$ cat src/rtl/cpu_pkg.sv
// Shared CPU definitions: fetch FSM encoding, memory vector locations, address width.
package cpu_pkg;
  localparam int ADDR_W = 8;
  localparam logic [ADDR_W-1:0] RESET_VEC_ADDR = 8'h00;
  localparam logic [ADDR_W-1:0] INT_VEC_ADDR   = 8'h01;

  typedef enum logic [1:0] {
    S_BOOT = 2'd0,
    S_RUN  = 2'd1,
    S_INT  = 2'd2
  } fetch_state_t;
endpackage

$ cat src/rtl/ifid_reg.sv
// Generic pipeline register: invalidate beats hold, hold beats load.
module ifid_reg #(
  parameter int INSTR_W = 8,
  parameter int ADDR_W  = 8
) (
  input  logic               clk,
  input  logic               rst,
  input  logic               load,
  input  logic               hold,
  input  logic               inval,
  input  logic [INSTR_W-1:0] instr_d,
  input  logic [ADDR_W-1:0]  pc_plus1_d,
  output logic [INSTR_W-1:0] instr_q,
  output logic [ADDR_W-1:0]  pc_plus1_q,
  output logic               valid_q
);

  always_ff @(posedge clk or negedge rst) begin
    if (!rst) begin
      instr_q    <= '0;
      pc_plus1_q <= '0;
      valid_q    <= 1'b0;
    end else if (inval) begin
      valid_q <= 1'b0;
    end else if (load && !hold) begin
      instr_q    <= instr_d;
      pc_plus1_q <= pc_plus1_d;
      valid_q    <= 1'b1;
    end
  end

endmodule

$ cat src/rtl/fetch_stage.sv
// Instruction fetch: PC ownership, boot/interrupt vectoring, branch redirect, IF/ID capture.
// Optional performance counters are built when FETCH_PERF_EN is defined.
module fetch_stage
  import cpu_pkg::*;
#(
  parameter int                ADDR_W         = cpu_pkg::ADDR_W,
  parameter logic [ADDR_W-1:0] RESET_VEC_ADDR = cpu_pkg::RESET_VEC_ADDR,
  parameter logic [ADDR_W-1:0] INT_VEC_ADDR   = cpu_pkg::INT_VEC_ADDR
) (
  input  logic              clk,
  input  logic              rst,
  output logic [ADDR_W-1:0] PC_Address,
  input  logic [7:0]        Instruction,
  input  logic              stall,
  input  logic              flush,
  input  logic              branch_taken,
  input  logic [ADDR_W-1:0] branch_target,
  input  logic              interrupt,
  output logic [7:0]        ifid_instr,
  output logic [ADDR_W-1:0] ifid_pc_plus1,
  output logic              ifid_valid,
  output logic              int_ack,
`ifdef FETCH_PERF_EN
  output logic [15:0]       perf_fetch_cnt,
  output logic [15:0]       perf_stall_cnt,
`endif
  output logic [ADDR_W-1:0] ret_pc
);

  fetch_state_t      state, state_n;
  logic [ADDR_W-1:0] pc, pc_n, pc_inc, ret_pc_n;
  logic              int_pend, pend_clr, ack_n;
  logic              ld, hold, inval, stall_evt;

  assign pc_inc = pc + ADDR_W'(1);

  always_ff @(posedge clk or negedge rst) begin
    if (!rst) begin
      state    <= S_BOOT;
      pc       <= '0;
      int_pend <= 1'b0;
      int_ack  <= 1'b0;
      ret_pc   <= '0;
    end else begin
      state    <= state_n;
      pc       <= pc_n;
      int_pend <= interrupt | (int_pend & ~pend_clr);
      int_ack  <= ack_n;
      ret_pc   <= ret_pc_n;
    end
  end

  always_comb begin
    state_n    = state;
    pc_n       = pc;
    ret_pc_n   = ret_pc;
    pend_clr   = 1'b0;
    ack_n      = 1'b0;
    ld         = 1'b0;
    hold       = 1'b0;
    inval      = 1'b0;
    stall_evt  = 1'b0;
    PC_Address = pc;
    case (state)
      S_BOOT: begin
        PC_Address = RESET_VEC_ADDR;
        pc_n       = ADDR_W'(Instruction);
        inval      = 1'b1;
        state_n    = S_RUN;
      end
      S_INT: begin
        // Vector fetch wins over any branch or stall in this cycle.
        PC_Address = INT_VEC_ADDR;
        pc_n       = ADDR_W'(Instruction);
        ack_n      = 1'b1;
        pend_clr   = 1'b1;
        inval      = 1'b1;
        state_n    = S_RUN;
      end
      S_RUN: begin
        if (branch_taken) begin
          pc_n  = branch_target;
          inval = 1'b1;
        end else if (flush) begin
          pc_n  = pc_inc;
          inval = 1'b1;
        end else if (int_pend && !stall) begin
          // The byte at pc is dropped and refetched on return via ret_pc.
          ret_pc_n = pc;
          inval    = 1'b1;
          state_n  = S_INT;
        end else if (stall) begin
          hold      = 1'b1;
          stall_evt = 1'b1;
        end else begin
          ld   = 1'b1;
          pc_n = pc_inc;
        end
      end
      default: state_n = S_BOOT;
    endcase
  end

  ifid_reg #(.INSTR_W(8), .ADDR_W(ADDR_W)) u_ifid (
    .clk        (clk),
    .rst        (rst),
    .load       (ld),
    .hold       (hold),
    .inval      (inval),
    .instr_d    (Instruction),
    .pc_plus1_d (pc_inc),
    .instr_q    (ifid_instr),
    .pc_plus1_q (ifid_pc_plus1),
    .valid_q    (ifid_valid)
  );

`ifdef FETCH_PERF_EN
  function automatic logic [15:0] sat_inc(input logic [15:0] v);
    return (v == 16'hFFFF) ? v : v + 16'd1;
  endfunction

  always_ff @(posedge clk or negedge rst) begin
    if (!rst) begin
      perf_fetch_cnt <= '0;
      perf_stall_cnt <= '0;
    end else begin
      if (ld)        perf_fetch_cnt <= sat_inc(perf_fetch_cnt);
      if (stall_evt) perf_stall_cnt <= sat_inc(perf_stall_cnt);
    end
  end
`else
  logic unused_evt;
  assign unused_evt = stall_evt;
`endif

endmodule

$ cat config.mk
export PLATFORM = sky130hd
export DESIGN_NAME = fetch_stage
export DESIGN_NICKNAME = d
export VERILOG_FILES = /design/src/rtl/cpu_pkg.sv /design/src/rtl/ifid_reg.sv /design/src/rtl/fetch_stage.sv
export SDC_FILE = /design/constraint.sdc
export NUM_CORES = 1
export LEC_CHECK = 0
export CAP_MARGIN = 20
export CORE_MARGIN = 8
export CORE_UTILIZATION = 42
export DETAILED_ROUTE_END_ITERATION = 10
export GPL_ROUTABILITY_DRIVEN = 0
export PLACE_DENSITY_LB_ADDON = 0.1
export SETUP_SLACK_MARGIN = 0.3
export SLEW_MARGIN = 5
export SYNTH_ARGS = -nofsm -noshare
export SYNTH_HDL_FRONTEND = slang
export SYNTH_HIERARCHICAL = 1
export SYNTH_SLANG_ARGS = --single-unit
$ cat constraint.sdc
create_clock -name clk -period 1.9 [get_ports clk]
set_input_delay 0.38 -clock clk [delete_from_list [all_inputs] [get_ports clk]]
set_output_delay 0.38 -clock clk [all_outputs]
set_load 0.02 [all_outputs]
After elaboration in Yosys (flattened, before gate mapping). Cells that the tools add are included.

Bits of input ports: 22. Output and inout bits: 34. Logic and storage cells: 61. Register bits after elaboration: 37.

Muxes and demuxes: 27. Reductions and logical operators: 12. Bitwise gates (word level): 6. Equal/unequal tests: 7. Add/subtract/negate cells: 1.

Operators by type and width (number): $mux W8 (4); $pmux W8 S2 (2); $mux W1 (16); $add A8 B1 Y8 const B (1); $ne A4 B4 Y1 const B (2); $mux W2 (3); $ne A2 B2 Y1 const B (3); $reduce_and A3 Y1 (2); $not A1 Y1 (4); $pmux W2 S2 (1); $reduce_and A4 Y1 (1); $reduce_bool A2 Y1 (2); $eq A2 B1 Y1 const B (1); $eq A2 B2 Y1 const B (1); $logic_and A1 B1 Y1 (2); $logic_not A1 Y1 (2); $logic_not A2 Y1 (1); $pmux W1 S2 (1); $reduce_and A2 Y1 (1); $reduce_or A2 Y1 (1); $and A1 B1 Y1 (1); $or A1 B1 Y1 (1).

Logic depth before layout (Yosys ltp). Gate-level depths: netlist of run 1.

Word-level depth: 10. Gate-level depth with buffers: 6. Depth with buffers taken out: 5.

Hierarchy. Netlist of run 1, hierarchy kept.

By module, submodules not included: fetch_stage (cells an instance 117, seq. area each 500.5 um2, instances 1, area an instance 1174.9 um2); ifid_reg (cells an instance 38, seq. area each 425.4 um2, instances 1, area an instance 654.4 um2).

Least setup slack after synthesis of run 1. OpenSTA, ideal clock, no wires.

Kind: flip-flop to flip-flop. From: register state[0]. To: register u_ifid.instr_q[0]. Cell stages (with the launch flop): 7. Buffers on the path: 3. Period minus slack after synthesis: 2.092 ns. Setup time: 0.125 ns. Setup slack: -0.192 ns. Arrival time: 1.967 ns. Required time: 1.775 ns. Path through: dfrtp_1 -> clkbuf_1 -> clkbuf_1 -> o21ai_0 -> nor3b_4 -> buf_8 -> mux2_2.

Longest elaborated chain between the ends: 5. Elaborated cells on any way between the ends: 11. Classes of those cells: eq/ne: 2; mux: 3; bitwise: 1; reduce/logical: 5.

Ends and longest elaborated chain: start, declared (RTL line fetch_stage.sv:30) `fetch_state_t state, state_n;`; start signal, assigned (RTL line fetch_stage.sv:45) `state <= state_n;`; $eq A2 B2 Y1 or $logic_not A2 Y1 (tied branches) (RTL line fetch_stage.sv:64) `case (state)`; $reduce_or A2 Y1 (no source line); $pmux W1 S2 (*) (RTL line fetch_stage.sv:64); net inval (RTL line fetch_stage.sv:33) `logic ld, hold, inval, stall_evt;`; $not A1 Y1 (no source line) (*); $reduce_and A2 Y1 (no source line) (*); end signal, assigned (RTL line ifid_reg.sv:26) `instr_q <= instr_d;`; end, declared (RTL line ifid_reg.sv:13) `output logic [INSTR_W-1:0] instr_q,`.

The timed path passes the listed nets; every way through them passes the cells marked *. A chain may end at the register's enable or synchronous reset.

Worst setup path after layout of run 1.
From: register state[1]. To: register u_ifid.pc_plus1_q[5].

Elaborated cells on any way between the ends: 11. Classes of those cells: eq/ne: 2; mux: 3; bitwise: 1; reduce/logical: 5.

RTL lines: $eq A2 B1 Y1 (RTL line fetch_stage.sv:64); $mux W1 (RTL line fetch_stage.sv:64); net ld (RTL line fetch_stage.sv:33); $logic_and A1 B1 Y1 (RTL line ifid_reg.sv:25) `end else if (load && !hold) begin`; $reduce_and A2 Y1 (no source line); end signal, assigned (RTL line ifid_reg.sv:27) `pc_plus1_q <= pc_plus1_d;`; end, declared (RTL line ifid_reg.sv:14) `output logic [ADDR_W-1:0] pc_plus1_q,`.

The timed path passes the listed nets, and every way through them passes these cells.

==> results of run 1 <==
## timing repair
item / 4_1_cts / 5_1_grt
resized for setup: 67 / 22
endpoints found under the setup margin: 65 / 29
gates cloned: 1 / 0
pin swaps: 5 / 4
endpoints found under the hold margin: 0 / 0
buffers inserted: 5 / 3
## cell usage in the layout, fill, tap and decap left out, types with 2 or more instances in the layout
cell and instances:
and2_4 2, nor2_1 4, inv_1 8, mux2_4 17, xnor2_1 4, buf_2 3, nand3_1 4, a2bb2oi_1 2
dlygate4sd2_1 29, xor2_1 2, nor2b_1 4, buf_4 21, dfrtp_1 36, nand2_1 5, and3_1 2, nand2b_1 2
o21ai_0 5, mux2i_1 3, nand2_2 3, a221o_1 2, a21oi_1 7, mux2_2 10, buf_12 4, buf_6 7
and2_1 7, clkdlybuf4s50_1 17, clkbuf_8 5
## layer usage
layer / vias up / routed length (um) / track usage
met5: - / 0 / 0
met1: 731 / 2040 / 0.190
met2: 31 / 2450 / 0.251
li1: 704 / - / -
met4: 0 / 56 / 0.0579
met3: 6 / 287 / 0.0514
## flip-flops by register name (all words and copies together) (netlist names)
name and count:
int_ack 1, int_pend 1, pc 8, ret_pc 8
state 2, u_ifid/instr_q 8, u_ifid/pc_plus1_q 8, u_ifid/valid_q 1
## synthesized netlist by cell type
| master | number |
|---|---|
| a211o_1 | 1 |
| a211oi_1 | 1 |
| a211oi_2 | 1 |
| a21o_1 | 1 |
| a21o_4 | 1 |
| a21oi_1 | 7 |
| a221o_1 | 2 |
| a221oi_1 | 1 |
| a22o_1 | 1 |
| a22oi_1 | 1 |
| a2bb2oi_1 | 2 |
| and2_1 | 8 |
| and2_4 | 1 |
| and3_1 | 3 |
| buf_2 | 2 |
| buf_4 | 1 |
| buf_8 | 1 |
| clkbuf_1 | 2 |
| clkbuf_2 | 1 |
| dfrtp_1 | 37 |
| ha_1 | 1 |
| inv_1 | 8 |
| mux2_2 | 27 |
| mux2i_1 | 3 |
| nand2_1 | 8 |
| nand2b_1 | 3 |
| nand3_1 | 4 |
| nand3_4 | 1 |
| nor2_1 | 4 |
| nor2b_1 | 4 |
| nor3_1 | 1 |
| nor3b_1 | 1 |
| nor3b_4 | 1 |
| nor4_1 | 1 |
| o21ai_0 | 6 |
| or2_4 | 1 |
| xnor2_1 | 4 |
| xor2_1 | 2 |
## worst max-delay path, delay by kind of cell (launching register included)
kind / cells / cell delay, ns
buf+inv: 2 / 0.28
mux: 1 / 0.30
flops: 1 / 0.37
simple gates: 3 / 0.71
## report_power, final
part	internal (mW)	total [mW]	switching, mW
sequential	0.915	1.03	0.115
combinational	0.440	0.864	0.424
clock	0.241	0.501	0.260
total	1.60	2.40	0.799
## metrics by stage
step / TNS, ns / util / power [mW]
6_report: 0 / 0.658 / 2.40
5_1_grt: 0 / 0.658 / 2.54
4_1_cts: 0 / 0.641 / 2.37
3_5_place_dp: -7.25 / 0.613 / 1.94
3_3_place_gp: -5.90 / 0.613 / 1.93
2_1_floorplan: -0.668 / - / 1.51
## logic make-up after synthesis
| kind of cell | share of synthesized area |
|---|---|
| xor gates and xnor gates | 0.0287 |
| adders and majority gates | 0.00684 |
| AOI/OAI and AO/OA | 0.0978 |
| and+or+nand+nor | 0.137 |
| muxes | 0.183 |
| DFF | 0.506 |
| buffers and inverters | 0.0410 |
## worst max path at each step
| stage | endpoint | slack [ns] |
|---|---|---|
| finish | u_ifid/pc_plus1_q[5] | 0.11 |
| global placement | u_ifid/instr_q[2] | -0.25 |
| floorplan | u_ifid/instr_q[0] | -0.07 |
| global route | u_ifid/instr_q[5] | 0.06 |
| detailed placement | u_ifid/instr_q[3] | -0.32 |
| CTS | u_ifid/pc_plus1_q[5] | 0.06 |
## area by class of cell
type,instances,share of cell area
Multi-Input combinational cell,103,0.330
Clock buffer,5,0.0245
Inverter,8,0.0107
Tap cell,52,0.0232
Sequential cell,37,0.331
Clock inverter,1,0.00178
Timing Repair Buffer,82,0.279
==> impl_metrics.tcl, run 1 <==
set metrics [dict create \
    ys_warn_count 6 \
    io_pins 56 \
    arrival_ns 1.96 \
    die_y_um 82.0 \
    multi_input_area_um2 926 \
    final_cell_count_no_fill 288 \
    final_cell_area_um2 2810 \
    syn_avg_cell_area_um2 11.8 \
    cts_tree "yes" \
    dp_hpwl_um 3560 \
    rows 24 \
    path_clk_slew_ns 0.07 \
    netlist_area_um2 1830 \
    crit_top_cell "buf_12" \
    worst_pin_slew_ns 0.398 \
    r2r-start "state[1]" \
    slew_viol_final 0 \
    first_pass_iters 4 \
    clk_latency_ns 0.29 \
    die-area_um2 6720 \
    numCtsBuffers 5 \
    rsz0062_at_grt "yes" \
    synth_cells 155 \
    clkSinkCount 37 \
    coreArea_um2 4260 \
    vias 1472 \
    worst_r2r_path_depth 6 \
    max_freq_mhz 558 \
    avgViaCountPerCell 5.11 \
    cts_root_buf "clkbuf_8" \
    setup_viol 0 \
    ff_latch_area_um2 927 \
    wire_per_inst_um 16.8 \
    antenna_found_initial 0 \
    gr-total-overflow 0 \
    maxCapViolations 0 \
    grt_max_degree 18 \
    post-place-ws_ns -0.322 \
    path_cells "nand2b_4, nor4_4, nor3b_4, buf_12, buf_12, mux2_4" \
    grt_pass1_wl_um 8090 \
    hp-class "input pin to async pin" \
    die_x_um 82.0 \
    status "finished, final reports clean" \
    yosysTopAreaCellShare 0.506 \
    p_leak_nw 1.39 \
    fill_cells 346 \
    ys_types 38 \
    maxSlewHeadroom 0.735 \
    crit_required_ns 2.07 \
    rrSetupSlack_ns 0.11 \
    num_antenna_cells 0 \
    drc_errors 0 \
    crit_type "flop to flop" \
    start_util 0.429 \
    drt-total-wl_um 4830 \
    end_kind "flop" \
    min_period_ns 1.79 \
    critPathMaxStageDelay_ns 0.37 \
    clock_path_buffers 2 \
    hold_violations 0 \
    crit_path_start_kind "flop" \
    synth.largest_area_cell "dfrtp_1" \
    nNetsFinal 260 \
    hold_ws_ns 0.00987 \
    power_density_nw_per_um2 854 \
    antenna_left 0 \
    numPlacedInstances 273 \
    finalClockSkew_ns 0.00375 \
    peakVddDrop_v 0.000735 \
    grt_util_all_layers 0.156 \
    hold_buffers 0 \
    startpoint "state[1]" \
    syn_to_final_growth_pct 53.4 \
    ys_seq_area_frac 0.506 \
    fin_ws_ns 0.108 \
    numPortBuffers 55 \
    drt_iter0_drc 44 \
    worst_path_max_delay_cell "dfrtp_1" \
    place_area_um2 2620 \
    synth_area_leaders "dfrtp_1 (51%), mux2_2 (17%), and2_1 (2.7%)" \
    drive_above_1_share 0.352 \
    grt_pass1_vias 1636 \
    path_max_fanout 8 \
    r2r-end "u_ifid/pc_plus1_q[5]" \
    synth_seq_cells 37 \
    htreeDepth 2 \
    synth_nets 178 \
    min_period_over_period 0.943 \
]
(Power assumes the default switching activity.)
==> run 2: changes to the inputs <==
--- a/config.mk
+++ b/config.mk
@@ -12,6 +12,7 @@
 export GPL_ROUTABILITY_DRIVEN = 0
 export PLACE_DENSITY_LB_ADDON = 0.1
 export SETUP_SLACK_MARGIN = 0.3
+export SKIP_CTS_REPAIR_TIMING = 1
 export SLEW_MARGIN = 5
 export SYNTH_ARGS = -nofsm -noshare
 export SYNTH_HDL_FRONTEND = slang
==> impl_metrics.tcl, run 2 (synthesis gave the netlist of run 1 again) <==
set metrics [dict create \
    status "finished, final reports clean" \
    slew_viol_final 0 \
    numCtsBuffers 5 \
    avgViaCountPerCell 5.08 \
    maxCapViolations 0 \
    crit_type "flop to flop" \
    p_leak_nw 1.72 \
    drt_iter0_drc 38 \
    wire_per_inst_um 16.7 \
    syn_to_final_growth_pct 56.0 \
    gr-total-overflow 0 \
    htreeDepth 2 \
    setup_viol 0 \
    numPlacedInstances 273 \
    clkSinkCount 37 \
    die_y_um 82.0 \
    drc_errors 0 \
    cts_tree "yes" \
    rsz0062_at_grt "yes" \
    hp-class "input pin to async pin" \
    die-area_um2 6720 \
    drt-total-wl_um 4740 \
    crit_path_start_kind "flop" \
    path_clk_slew_ns 0.07 \
    vias 1439 \
    die_x_um 82.0 \
    clk_latency_ns 0.29 \
    fin_ws_ns 0.0554 \
    grt_pass1_vias 1613 \
    grt_util_all_layers 0.148 \
    crit_required_ns 2.07 \
    final_cell_count_no_fill 283 \
    min_period_over_period 0.971 \
    end_kind "flop" \
    start_util 0.429 \
    antenna_left 0 \
    grt_pass1_wl_um 7690 \
    drive_above_1_share 0.368 \
    rows 24 \
    worst_pin_slew_ns 0.405 \
    peakVddDrop_v 0.000781 \
    num_antenna_cells 0 \
    clock_path_buffers 2 \
    dp_hpwl_um 3560 \
    max_freq_mhz 542 \
    layout_commonest_cell "dfrtp_1" \
    power_density_nw_per_um2 864 \
    coreArea_um2 4260 \
    grt_max_degree 18 \
    rrSetupSlack_ns 0.06 \
    path_max_fanout 16 \
    io_pins 56 \
    antenna_found_initial 0 \
    finalClockSkew_ns 0.00696 \
    first_pass_iters 4 \
    numPortBuffers 55 \
    maxSlewHeadroom 0.730 \
    cts_root_buf "clkbuf_8" \
    post-place-ws_ns -0.322 \
    arrival_ns 2.01 \
    min_period_ns 1.84 \
    final_cell_mix "dfrtp_1 (34), dlymetal6s2s_1 (30), mux2_2 (17), clkdlybuf4s50_1 (17), buf_4 (17)" \
    hold_violations 0 \
    nNetsFinal 255 \
    power.total_mw 2.47 \
]
run 2: metrics by stage:
step | setup TNS (ns) | cell area, um2 | hold WS (ns) | utilization
after floorplan | -0.668 | 1900 | 0.0844 | -
after global placement | -5.90 | 2620 | 0.318 | 0.613
after detailed placement | -7.25 | 2620 | 0.332 | 0.613
after CTS | -1.88 | 2690 | 0.0177 | 0.631
after global routing | -0.000728 | 2850 | 0.0315 | 0.669
final | 0 | 2850 | 0.0106 | 0.669
run 2: power by group:
group | switching [mW] | internal [mW] | leakage (nW)
Sequential | 0.120 | 0.917 | 0.471
Clock | 0.259 | 0.241 | 0.0399
Combinational | 0.428 | 0.502 | 1.21
run 2: path summary, 6_finish.rpt:
check | end | depth (start not counted) | startpoint
min in group clk | ret_pc[6] | 1 | ret_pc[6]
worst min register to register | ret_pc[6] | 1 | ret_pc[6]
max in group asynchronous | pc[3] | 2 | rst
worst min-delay path | u_ifid/valid_q | 1 | rst
worst max register to register | u_ifid/instr_q[6] | 6 | state[0]
worst max-delay path | u_ifid/instr_q[6] | 6 | state[0]
run 2: layer usage:
layer  wire, um  global-route usage
met5          0                   0
met4         38              0.0544
met2       2470               0.252
met1       1940               0.169
met3        281              0.0503
run 2: layout make-up:
type                            instances  area, um2
Fill cell                             316       1410
Sequential cell                        37        930
Multi-Input combinational cell        103        930
Timing Repair Buffer                   77        825
Clock buffer                            5       68.8
Tap cell                               52       65.1
Inverter                                8       30.0
Clock inverter                          1       5.00
run 2: worst max-delay path, cell delays in order (launching register included):
cell,delay (ns)
dfrtp_2,0.43
buf_4,0.14
nor2b_1,0.14
and3_1,0.22
nor3b_4,0.24
buf_12,0.20
mux2_2,0.35
